## src/rtl/control_unit_pkg.sv

```systemverilog
// Shared encodings for the control unit and the datapath it drives:
// opcodes, register maps, select codes and the packed control word.
package control_unit_pkg;

    localparam logic [5:0] OP_BRA = 6'h00;
    localparam logic [5:0] OP_BNE = 6'h01;
    localparam logic [5:0] OP_LDI = 6'h02;
    localparam logic [5:0] OP_LDM = 6'h03;
    localparam logic [5:0] OP_ADD = 6'h04;
    localparam logic [5:0] OP_SUB = 6'h05;
    localparam logic [5:0] OP_AND = 6'h06;
    localparam logic [5:0] OP_ORR = 6'h07;
    localparam logic [5:0] OP_ST  = 6'h08;

    localparam logic [2:0] RF_FUN_LOAD   = 3'b010;
    localparam logic [2:0] ARF_FUN_INC   = 3'b001;
    localparam logic [2:0] ARF_FUN_LOAD  = 3'b010;
    localparam logic [2:0] ARF_FUN_CLEAR = 3'b011;

    localparam logic [4:0] ALU_FUN_PASSA = 5'b10000;
    localparam logic [4:0] ALU_FUN_ADD   = 5'b10100;
    localparam logic [4:0] ALU_FUN_SUB   = 5'b10101;
    localparam logic [4:0] ALU_FUN_AND   = 5'b10111;
    localparam logic [4:0] ALU_FUN_ORR   = 5'b11000;

    // Register file write masks, one bit per register R1..R4.
    localparam logic [3:0] RF_REGSEL_NONE = 4'b0000;
    localparam logic [3:0] RF_REGSEL_R1   = 4'b1000;
    localparam logic [3:0] RF_REGSEL_R2   = 4'b0100;
    localparam logic [3:0] RF_REGSEL_R3   = 4'b0010;
    localparam logic [3:0] RF_REGSEL_R4   = 4'b0001;
    localparam logic [3:0] RF_SCRSEL_NONE = 4'b0000;

    localparam logic [1:0] ARF_PC = 2'b00;
    localparam logic [1:0] ARF_SP = 2'b01;
    localparam logic [1:0] ARF_AR = 2'b10;

    localparam logic [2:0] ARF_REGSEL_NONE = 3'b000;
    localparam logic [2:0] ARF_REGSEL_PC   = 3'b100;
    localparam logic [2:0] ARF_REGSEL_AR   = 3'b010;
    localparam logic [2:0] ARF_REGSEL_SP   = 3'b001;

    localparam logic [1:0] MUXA_ALU = 2'b00;
    localparam logic [1:0] MUXA_MEM = 2'b10;
    localparam logic [1:0] MUXA_IMM = 2'b11;
    localparam logic [1:0] MUXB_IMM = 2'b11;

    typedef enum logic [1:0] {SC_T0, SC_T1, SC_T2, SC_T3} sc_t;

    typedef struct packed {
        logic [2:0] rf_outa;
        logic [2:0] rf_outb;
        logic [2:0] rf_fun;
        logic [3:0] rf_reg;
        logic [3:0] rf_scr;
        logic [4:0] alu_fun;
        logic       alu_wf;
        logic [1:0] arf_outc;
        logic [1:0] arf_outd;
        logic [2:0] arf_fun;
        logic [2:0] arf_reg;
        logic       ir_lh;
        logic       ir_write;
        logic       mem_wr;
        logic       mem_cs;
        logic [1:0] mux_a;
        logic [1:0] mux_b;
        logic       mux_c;
    } ctrl_t;

    function automatic ctrl_t ctrl_idle();
        ctrl_t c;
        c        = '0;
        c.rf_reg = RF_REGSEL_NONE;
        c.rf_scr = RF_SCRSEL_NONE;
        c.arf_reg = ARF_REGSEL_NONE;
        c.mem_cs = 1'b1;
        return c;
    endfunction

    // Register codes 0..3 name R1..R4; anything else writes nothing.
    function automatic logic [3:0] rf_regsel(input logic [2:0] code);
        case (code)
            3'd0:    return RF_REGSEL_R1;
            3'd1:    return RF_REGSEL_R2;
            3'd2:    return RF_REGSEL_R3;
            3'd3:    return RF_REGSEL_R4;
            default: return RF_REGSEL_NONE;
        endcase
    endfunction

    function automatic logic [4:0] alu_fun_of(input logic [1:0] op_lo);
        case (op_lo)
            2'b00:   return ALU_FUN_ADD;
            2'b01:   return ALU_FUN_SUB;
            2'b10:   return ALU_FUN_AND;
            default: return ALU_FUN_ORR;
        endcase
    endfunction

endpackage

```

## src/rtl/control_unit_if.sv

```systemverilog
// Control/status bundle between the sequencer and the datapath wrapper.
interface control_unit_if;
    logic [15:0] IROut;
    logic [3:0]  ALU_Flags;
    logic [2:0]  RF_OutASel, RF_OutBSel, RF_FunSel;
    logic [3:0]  RF_RegSel, RF_ScrSel;
    logic [4:0]  ALU_FunSel;
    logic        ALU_WF;
    logic [1:0]  ARF_OutCSel, ARF_OutDSel;
    logic [2:0]  ARF_FunSel, ARF_RegSel;
    logic        IR_LH, IR_Write, Mem_WR, Mem_CS;
    logic [1:0]  MuxASel, MuxBSel;
    logic        MuxCSel;

    modport master (
        input  IROut, ALU_Flags,
        output RF_OutASel, RF_OutBSel, RF_FunSel, RF_RegSel, RF_ScrSel,
               ALU_FunSel, ALU_WF, ARF_OutCSel, ARF_OutDSel, ARF_FunSel,
               ARF_RegSel, IR_LH, IR_Write, Mem_WR, Mem_CS, MuxASel, MuxBSel,
               MuxCSel
    );

    modport slave (
        output IROut, ALU_Flags,
        input  RF_OutASel, RF_OutBSel, RF_FunSel, RF_RegSel, RF_ScrSel,
               ALU_FunSel, ALU_WF, ARF_OutCSel, ARF_OutDSel, ARF_FunSel,
               ARF_RegSel, IR_LH, IR_Write, Mem_WR, Mem_CS, MuxASel, MuxBSel,
               MuxCSel
    );
endinterface

```

## src/rtl/control_unit_sequence_counter.sv

```systemverilog
// Timing-step counter. Clear wins over hold, hold wins over increment.
module sequence_counter #(
    parameter int unsigned SC_WIDTH = 3
) (
    input  logic                clk,
    input  logic                rst,
    input  logic                clr,
    input  logic                inc,
    input  logic                hold,
    output logic [SC_WIDTH-1:0] count
);

    logic [SC_WIDTH-1:0] count_d, count_q;

    always_comb begin
        count_d = count_q;
        if (clr)
            count_d = '0;
        else if (hold)
            count_d = count_q;
        else if (inc)
            count_d = count_q + SC_WIDTH'(1);
    end

    always_ff @(posedge clk) begin
        if (rst)
            count_q <= '0;
        else
            count_q <= count_d;
    end

    assign count = count_q;

endmodule

```

## src/rtl/control_unit.sv

```systemverilog
// Hardwired fetch/decode/execute sequencer. Only T and the halt flag are
// stored; every control output is a decode of (T, IROut, Z, halt).
module control_unit
    import control_unit_pkg::*;
#(
    parameter int unsigned SC_WIDTH   = 3,
    parameter logic [5:0]  HLT_OPCODE = 6'h3F
) (
    input  logic                Clock,
    input  logic                Reset,
    control_unit_if.master      bus,
    output logic [SC_WIDTH-1:0] T,
    output logic                Halted
);

    logic [SC_WIDTH-1:0] t;
    logic                halt_d, halt_q;
    logic                t_illegal, seq_last;
    sc_t                 t_st;
    ctrl_t               c;

    logic [5:0] opcode;
    logic [1:0] rsel;
    logic       s_bit, z;
    logic [2:0] dst, src1, src2;
    logic       unused_flags;

    assign opcode       = bus.IROut[15:10];
    assign rsel         = bus.IROut[9:8];
    assign s_bit        = bus.IROut[9];
    assign dst          = bus.IROut[8:6];
    assign src1         = bus.IROut[5:3];
    assign src2         = bus.IROut[2:0];
    assign z            = bus.ALU_Flags[3];
    assign unused_flags = ^bus.ALU_Flags[2:0];

    sequence_counter #(.SC_WIDTH(SC_WIDTH)) u_sc (
        .clk   (Clock),
        .rst   (Reset),
        .clr   (seq_last),
        .inc   (1'b1),
        .hold  (halt_q),
        .count (t)
    );

    // Any count past T3 is unreachable in normal flow; it is cleared next edge.
    always_comb begin
        t_illegal = |(t >> 2);
        t_st      = sc_t'(t[1:0]);
        seq_last  = t_illegal || (t_st == SC_T3) ||
                    ((t_st == SC_T2) && (opcode != OP_ST));
    end

    always_comb begin
        halt_d = halt_q;
        if (!halt_q && !t_illegal && (t_st == SC_T2) && (opcode == HLT_OPCODE))
            halt_d = 1'b1;
    end

    always_ff @(posedge Clock) begin
        if (Reset)
            halt_q <= 1'b0;
        else
            halt_q <= halt_d;
    end

    always_comb begin
        c = ctrl_idle();
        if (Reset) begin
            c.arf_fun = ARF_FUN_CLEAR;
            c.arf_reg = ARF_REGSEL_PC;
        end else if (!halt_q && !t_illegal) begin
            case (t_st)
                SC_T0, SC_T1: begin
                    c.arf_outd = ARF_PC;
                    c.mem_cs   = 1'b0;
                    c.ir_write = 1'b1;
                    c.ir_lh    = (t_st == SC_T1);
                    c.arf_fun  = ARF_FUN_INC;
                    c.arf_reg  = ARF_REGSEL_PC;
                end
                SC_T2: begin
                    case (opcode)
                        OP_BRA, OP_BNE: begin
                            if (opcode == OP_BRA || !z) begin
                                c.mux_b   = MUXB_IMM;
                                c.arf_fun = ARF_FUN_LOAD;
                                c.arf_reg = ARF_REGSEL_PC;
                            end
                        end
                        OP_LDI: begin
                            c.mux_a  = MUXA_IMM;
                            c.rf_fun = RF_FUN_LOAD;
                            c.rf_reg = rf_regsel({1'b0, rsel});
                        end
                        OP_LDM: begin
                            c.arf_outd = ARF_AR;
                            c.mem_cs   = 1'b0;
                            c.mux_a    = MUXA_MEM;
                            c.rf_fun   = RF_FUN_LOAD;
                            c.rf_reg   = rf_regsel({1'b0, rsel});
                        end
                        OP_ADD, OP_SUB, OP_AND, OP_ORR: begin
                            c.rf_outa = src1;
                            c.rf_outb = src2;
                            c.alu_fun = alu_fun_of(opcode[1:0]);
                            c.alu_wf  = s_bit;
                            c.mux_a   = MUXA_ALU;
                            c.rf_fun  = RF_FUN_LOAD;
                            c.rf_reg  = rf_regsel(dst);
                        end
                        OP_ST: begin
                            // Low byte first; AR steps so T3 lands on the next byte.
                            c.rf_outa  = {1'b0, rsel};
                            c.alu_fun  = ALU_FUN_PASSA;
                            c.arf_outd = ARF_AR;
                            c.mem_cs   = 1'b0;
                            c.mem_wr   = 1'b1;
                            c.mux_c    = 1'b0;
                            c.arf_fun  = ARF_FUN_INC;
                            c.arf_reg  = ARF_REGSEL_AR;
                        end
                        default: ;
                    endcase
                end
                SC_T3: begin
                    if (opcode == OP_ST) begin
                        c.rf_outa  = {1'b0, rsel};
                        c.alu_fun  = ALU_FUN_PASSA;
                        c.arf_outd = ARF_AR;
                        c.mem_cs   = 1'b0;
                        c.mem_wr   = 1'b1;
                        c.mux_c    = 1'b1;
                    end
                end
                default: ;
            endcase
        end
    end

    assign bus.RF_OutASel  = c.rf_outa;
    assign bus.RF_OutBSel  = c.rf_outb;
    assign bus.RF_FunSel   = c.rf_fun;
    assign bus.RF_RegSel   = c.rf_reg;
    assign bus.RF_ScrSel   = c.rf_scr;
    assign bus.ALU_FunSel  = c.alu_fun;
    assign bus.ALU_WF      = c.alu_wf;
    assign bus.ARF_OutCSel = c.arf_outc;
    assign bus.ARF_OutDSel = c.arf_outd;
    assign bus.ARF_FunSel  = c.arf_fun;
    assign bus.ARF_RegSel  = c.arf_reg;
    assign bus.IR_LH       = c.ir_lh;
    assign bus.IR_Write    = c.ir_write;
    assign bus.Mem_WR      = c.mem_wr;
    assign bus.Mem_CS      = c.mem_cs;
    assign bus.MuxASel     = c.mux_a;
    assign bus.MuxBSel     = c.mux_b;
    assign bus.MuxCSel     = c.mux_c;

    assign T      = t;
    assign Halted = halt_q;

endmodule

```

## src/flat_wrapper.sv

```systemverilog
// flat-port wrapper written by rule: the top's interface ports become plain ports
module control_unit_flat import control_unit_pkg::*;
#(
    parameter int unsigned SC_WIDTH   = 3,
    parameter logic [5:0]  HLT_OPCODE = 6'h3F
)
  (Clock, Reset, T, Halted, bus_IROut, bus_ALU_Flags, bus_RF_OutASel, bus_RF_OutBSel, bus_RF_FunSel, bus_RF_RegSel, bus_RF_ScrSel, bus_ALU_FunSel, bus_ALU_WF, bus_ARF_OutCSel, bus_ARF_OutDSel, bus_ARF_FunSel, bus_ARF_RegSel, bus_IR_LH, bus_IR_Write, bus_Mem_WR, bus_Mem_CS, bus_MuxASel, bus_MuxBSel, bus_MuxCSel);
  control_unit_if bus_i ();
  input  logic Clock;
  input  logic Reset;
  output logic [SC_WIDTH-1:0] T;
  output logic Halted;
  input wire logic [$bits(bus_i.IROut)-1:0] bus_IROut;
  input wire logic [$bits(bus_i.ALU_Flags)-1:0] bus_ALU_Flags;
  output wire logic [$bits(bus_i.RF_OutASel)-1:0] bus_RF_OutASel;
  output wire logic [$bits(bus_i.RF_OutBSel)-1:0] bus_RF_OutBSel;
  output wire logic [$bits(bus_i.RF_FunSel)-1:0] bus_RF_FunSel;
  output wire logic [$bits(bus_i.RF_RegSel)-1:0] bus_RF_RegSel;
  output wire logic [$bits(bus_i.RF_ScrSel)-1:0] bus_RF_ScrSel;
  output wire logic [$bits(bus_i.ALU_FunSel)-1:0] bus_ALU_FunSel;
  output wire logic [$bits(bus_i.ALU_WF)-1:0] bus_ALU_WF;
  output wire logic [$bits(bus_i.ARF_OutCSel)-1:0] bus_ARF_OutCSel;
  output wire logic [$bits(bus_i.ARF_OutDSel)-1:0] bus_ARF_OutDSel;
  output wire logic [$bits(bus_i.ARF_FunSel)-1:0] bus_ARF_FunSel;
  output wire logic [$bits(bus_i.ARF_RegSel)-1:0] bus_ARF_RegSel;
  output wire logic [$bits(bus_i.IR_LH)-1:0] bus_IR_LH;
  output wire logic [$bits(bus_i.IR_Write)-1:0] bus_IR_Write;
  output wire logic [$bits(bus_i.Mem_WR)-1:0] bus_Mem_WR;
  output wire logic [$bits(bus_i.Mem_CS)-1:0] bus_Mem_CS;
  output wire logic [$bits(bus_i.MuxASel)-1:0] bus_MuxASel;
  output wire logic [$bits(bus_i.MuxBSel)-1:0] bus_MuxBSel;
  output wire logic [$bits(bus_i.MuxCSel)-1:0] bus_MuxCSel;
  assign bus_i.IROut = bus_IROut;
  assign bus_i.ALU_Flags = bus_ALU_Flags;
  assign bus_RF_OutASel = bus_i.RF_OutASel;
  assign bus_RF_OutBSel = bus_i.RF_OutBSel;
  assign bus_RF_FunSel = bus_i.RF_FunSel;
  assign bus_RF_RegSel = bus_i.RF_RegSel;
  assign bus_RF_ScrSel = bus_i.RF_ScrSel;
  assign bus_ALU_FunSel = bus_i.ALU_FunSel;
  assign bus_ALU_WF = bus_i.ALU_WF;
  assign bus_ARF_OutCSel = bus_i.ARF_OutCSel;
  assign bus_ARF_OutDSel = bus_i.ARF_OutDSel;
  assign bus_ARF_FunSel = bus_i.ARF_FunSel;
  assign bus_ARF_RegSel = bus_i.ARF_RegSel;
  assign bus_IR_LH = bus_i.IR_LH;
  assign bus_IR_Write = bus_i.IR_Write;
  assign bus_Mem_WR = bus_i.Mem_WR;
  assign bus_Mem_CS = bus_i.Mem_CS;
  assign bus_MuxASel = bus_i.MuxASel;
  assign bus_MuxBSel = bus_i.MuxBSel;
  assign bus_MuxCSel = bus_i.MuxCSel;
  control_unit #(.SC_WIDTH(SC_WIDTH), .HLT_OPCODE(HLT_OPCODE)) u_core (.Clock(Clock), .Reset(Reset), .bus(bus_i), .T(T), .Halted(Halted));
endmodule
```

## config.mk

```make
export PLATFORM = sky130hd
export DESIGN_NAME = control_unit_flat
export DESIGN_NICKNAME = d
export VERILOG_FILES = /design/src/rtl/control_unit_pkg.sv /design/src/rtl/control_unit_if.sv /design/src/rtl/control_unit_sequence_counter.sv /design/src/rtl/control_unit.sv /design/src/flat_wrapper.sv
export SDC_FILE = /design/constraint.sdc
export NUM_CORES = 1
export LEC_CHECK = 0
export CORE_MARGIN = 1
export CORE_UTILIZATION = 32
export CTS_CLUSTER_DIAMETER = 100
export CTS_CLUSTER_SIZE = 28
export DETAILED_ROUTE_END_ITERATION = 10
export GPL_TIMING_DRIVEN = 0
export PLACE_DENSITY = 0.81
export SLEW_MARGIN = 5
export SYNTH_ARGS = -nofsm -noshare
export SYNTH_HDL_FRONTEND = slang
export SYNTH_HIERARCHICAL = 1
export SYNTH_SLANG_ARGS = --single-unit
export TNS_END_PERCENT = 30
```

## constraint.sdc

```tcl
create_clock -name Clock -period 2.1 [get_ports Clock]
set_input_delay 0.315 -clock Clock [delete_from_list [all_inputs] [get_ports Clock]]
set_output_delay 0.315 -clock Clock [all_outputs]
set_load 0.01 [all_outputs]
```

# ---- Word-level counts from Yosys, hierarchy flattened
# Index checks and enable logic that the tools add are counted.
dict set report totals {
  reg_bits 4
  in_bits 22
  out_inout_bits 46
  word_cells 84
}
dict set report classes {
  n_addsub 1
  eq_ne 21
  n_mux 39
  reduce_logical 21
}
# operator n
set op_table {}
lappend op_table {{4-bit one-hot mux with 4 select lines} 2}
lappend op_table {{5-bit one-hot mux with 2 select lines} 3}
lappend op_table {{13-bit 2-to-1 mux} 2}
lappend op_table {{6-bit by 3-bit == test with 1-bit output, second input constant} 4}
lappend op_table {{6-bit one-hot mux with 2 select lines} 2}
lappend op_table {{6-bit 2-to-1 mux} 3}
lappend op_table {{17-bit 2-to-1 mux} 1}
lappend op_table {{2-bit 2-to-1 mux} 8}
lappend op_table {{6-bit by 2-bit == test with 1-bit output, second input constant} 2}
lappend op_table {{3-bit one-hot mux with 2 select lines} 2}
lappend op_table {{4-bit one-hot mux with 3 select lines} 1}
lappend op_table {{2-bit == test, second input constant} 5}
lappend op_table {{10-bit 2-to-1 mux} 1}
lappend op_table {{5-bit 2-to-1 mux} 2}
lappend op_table {{2-bit OR reduction} 5}
lappend op_table {{9-bit 2-to-1 mux} 1}
lappend op_table {{2-bit by 1-bit == test with 1-bit output, second input constant} 3}
lappend op_table {{3-bit by 2-bit == test with 1-bit output, second input constant} 2}
lappend op_table {{6-bit by 1-bit == test with 1-bit output, second input constant} 1}
lappend op_table {{6-bit by 4-bit == test with 1-bit output, second input constant} 1}
lappend op_table {{6-bit == test, second input constant} 1}
lappend op_table {{2-bit zero test} 3}
lappend op_table {{6-bit zero test} 1}
lappend op_table {{6-bit by 4-bit inequality test with 1-bit output, second input constant} 1}
lappend op_table {{other kinds (14)} 25}

# ---- Logic depth before layout (Yosys ltp)
dict set report logic_depth {
  ltp_word 7
  ltp_mapped 6
  depth_no_buf 6
}

# ---- Hierarchy
# Netlist, hierarchy kept.
# module instances cells_each area_per_inst_um2 seq_area_each_um2
set modules_own_cells {}
lappend modules_own_cells {control_unit 1 92 649.4 20.0}
lappend modules_own_cells {sequence_counter 1 12 141.4 60.1}

# ---- Least setup slack after synthesis
# OpenSTA, ideal clock, no wires.
dict set report synth_path {
  path_type {flip-flop to output port}
  startpoint {register u_core.halt_q, in the netlist u_core/Halted}
  endpoint {output port bus_MuxBSel[1]}
  t_arrival_ps 1784
  required_ps 1785
  path_slack_ps 1
  stages_incl_launch_ff 5
  path_buffers 1
  path_cell_list {dfxtp_1 -> or4b_4 -> or3_4 -> nor2b_1 -> buf_4}
}
dict set report synth_between {
  elab_chain_cells 4
}
# element line_no
set synth_lines {}
lappend synth_lines {{from (decl)} control_unit.sv:17} ;# logic halt_d, halt_q;
lappend synth_lines {{from (signal assigned)} control_unit.sv:64} ;# halt_q <= halt_d;
lappend synth_lines {{1-bit zero test} control_unit.sv:72} ;# end else if (!halt_q && !t_illegal) begin
lappend synth_lines {{1-bit logical AND} control_unit.sv:72}
lappend synth_lines {{17-bit 2-to-1 mux} control_unit.sv:72}
lappend synth_lines {{9-bit 2-to-1 mux} control_unit.sv:69} ;# if (Reset) begin
lappend synth_lines {{to (decl)} flat_wrapper.sv:31} ;# output wire logic [$bits(bus_i.MuxBSel)-1:0] bus_MuxBSel;
# No other way between the ends.

# ---- Worst setup path in the final report
dict set report layout_path {
  startpoint {register u_core.u_sc.count_q[0], in the netlist u_core/u_sc/count[0]}
  endpoint {output port bus_MuxBSel[1]}
}
dict set report layout_between {
  elab_chain_cells 4
}
# element line_no
set layout_lines {}
lappend layout_lines {{from (decl)} control_unit_sequence_counter.sv:13} ;# logic [SC_WIDTH-1:0] count_d, count_q;
lappend layout_lines {{from (signal assigned)} control_unit_sequence_counter.sv:29} ;# count_q <= count_d;
lappend layout_lines {{2-bit == test} control_unit.sv:73} ;# case (t_st)
lappend layout_lines {{4-bit 2-to-1 mux} control_unit.sv:73}
lappend layout_lines {{17-bit 2-to-1 mux} control_unit.sv:72}
lappend layout_lines {{9-bit 2-to-1 mux} control_unit.sv:69}
# No other way between the ends.

==> reports/metrics.cfg <==
[sta]
finalCriticalPeriod_ps=2180
fmax_mhz=458
rsz0062_at_grt=yes
finalHoldViolations=0
drv_slew=0
setup_ws_ps=-84.0
tns_ps=-249
setup_viol=7
fin_crit_sh_pct=104
fin_skew_ps=4.06

[grt]
grt_overflow=0
grt_start_max_net_pins=11
antenna_found_initial=0
grt_use_total_pct=20.2
grt_pass1_vias=997
grt_pass1_wl_um=4110

[power]
power_mw=0.403
peakVddDrop_mv=0.222
p_leak_nw=0.741
p_per_area_nw_per_um2=256

[clock_tree]
htree_num_levels=1
cts_hold_buffers=0
cts_tree=done
root_buffer=clkbuf_4
cts.sinks=4
insertion_delay_ps=230
cts.clk_slew.worst_paths_ps=40
numCtsBuffers=3
cts.path.max_buffers=2

[synthesis]
synth_top_family_by_area=simple AND/OR/NAND/NOR gates
syn_area_sq_um=791
synth_edf_count=0
yosys_warnings=6
yosys-mux-area-fraction_pct=1.27
ys_async_sr_fraction_pct=0
synthAdderAreaFrac_pct=9.49
synthXorXnorAreaFrac_pct=2.22
ys_seq_elements=4
ys_seq_area_share_pct=10.1
synth-simple-area-share_pct=45.3
syn_area_per_cell_sq_um=7.60
synth_compound_area_share_pct=15.3
synth_flop_cell=dfxtp_1
synthCells=104
synth.distinct_cells=42

[worst_setup_path]
critPathSlowestCell=or4b_4
critical_path_required_ps=1780
crit_fanout=5
path_buf_inv=2
start_kind=flip-flop
cp-end-kind=primary output
cpLargestDelayFamily=simple AND/OR/NAND/NOR gates
critPathMaxStageDelay_ps=540
crit_chain=or4b_4, or3_4, nor2b_2, buf_4, buf_6
cp.arrival_ps=1870
path_class=flip-flop to primary output

[cells_and_area]
insertedDiodeCount=0
syn_to_final_growth_pct=99.2
final_common_cell=buf_4
nets=208
final_cell_mix=buf_4, clkdlybuf4s50_1, buf_2
postLayoutCoreUtil_pct=69.2
drive_gt1_share_pct=50.0
fin_area_sq_um=1580

[outcome]
status=complete, but fails checks
violations=setup timing

[place]
portBuffers=53
gp_congestion=0.682
dpl_cell_area_sq_um=1400
dp_hpwl_um=1910

[run]
drv_cap=0

[routing]
detail_route.first_pass.iterations=4
ant_nets=0
drcViolationCount=0
vias=1013
viasPerCell=4.92
wl_um=2660
drtIter0Drc=20
wire_per_inst_um=12.9

[floorplan]
dieArea_sq_um=2670
ios=68
core_sq_um=2280
fp-row-count=17
die_w_um=51.7
dieHeight_um=51.7
start_util_pct=34.7

[worst_hold_path]
hp-class=input pin to flip-flop

synthesized netlist by cell type, types with 2 or more instances:
library cell  instances  share of area [%]
o21bai_1              2                1.9
clkbuf_1              2               0.95
nand2_1               2               0.95
dfxtp_1               4                 10
or3_1                 2                1.6
ha_1                  6                9.5
nor4b_1               2                2.2
a22o_1                2                2.2
buf_4                12                 11
o21ai_0               2                1.3
a21oi_1               2                1.3
nor4_1                3                2.4
conb_1                2               0.95
or4_1                 2                1.9
and4_1                2                2.2
a32o_1                2                2.5
a21o_1                2                1.9
and2_1               10                7.9
nor3_1                5                3.2
nor2b_1               4                3.2
inv_1                 5                2.4
nand3b_1              2                1.9
nor2_1                8                3.8
registers in the layout, summed over array words and instances (netlist names):
signal	count
u_core/Halted	1
u_core/u_sc/count	3
through the flow:
step | instances | setup slack, ps | hold WS, ps
3_5_place_dp | 196 | -1100 | 660
2_1_floorplan | 115 | 1.44 | 386
4_1_cts | 203 | -102 | 471
5_1_grt | 206 | -137 | 477
3_3_place_gp | 196 | -1060 | 654
6_report | 206 | -84.0 | 470
final timing paths:
path                             start              endpoint  slack (ps)  cells past startpoint
setup / recovery  u_core/u_sc/count[0]        bus_MuxBSel[1]         -80                      5
setup reg to reg  u_core/u_sc/count[0]  u_core/u_sc/count[0]         560                      5
hold reg to reg   u_core/u_sc/count[1]  u_core/u_sc/count[1]         600                      2
hold / removal           bus_IROut[14]         u_core/Halted         470                      3
metal layers:
metal	part of all wire [%]	wire, um	global-route usage (%)
met1	38	1020	22.0
met2	53	1410	37.2
met3	7.8	206	2.92
met4	0.71	19	10.8
met5	0	0	0
worst register-to-register path, delay by kind of cell (launching register included):
kind / cells / cell delay (ps)
and+or+nand+nor: 3 / 820
AOI/OAI and AO/OA: 1 / 150
DFF: 1 / 340
buffers and inverters: 1 / 130
power breakdown:
part	internal [mW]	switching, mW
clock	0.0638	0.0299
combinational	0.122	0.0974
sequential	0.0808	0.00953
total	0.267	0.137
area by class of cell:
class / count / area, sq um
inverter: 5 / 28.8
sequential: 4 / 95.1
multi-input combinational: 91 / 743
clock buffer: 3 / 22.5
tap: 28 / 35.0
timing repair buffer: 61 / 532
buffer: 14 / 119
fill: 170 / 701
what timing repair did:
item	CTS	global route
setup buffers	4	3
gates resized for setup	164	22
hold endpoints to repair	0	0
gates cloned	1	0
setup endpoints to repair	31	24
pin swaps	14	5
cell families after synthesis:
kind of cell,after synthesis
compound gates,16
fa+ha+maj,6
flops,4
simple gates,53
buf+inv,20
mux,1
xor+xnor,2
other cells,2
No activity file was read; power rests on OpenSTA's default activity.
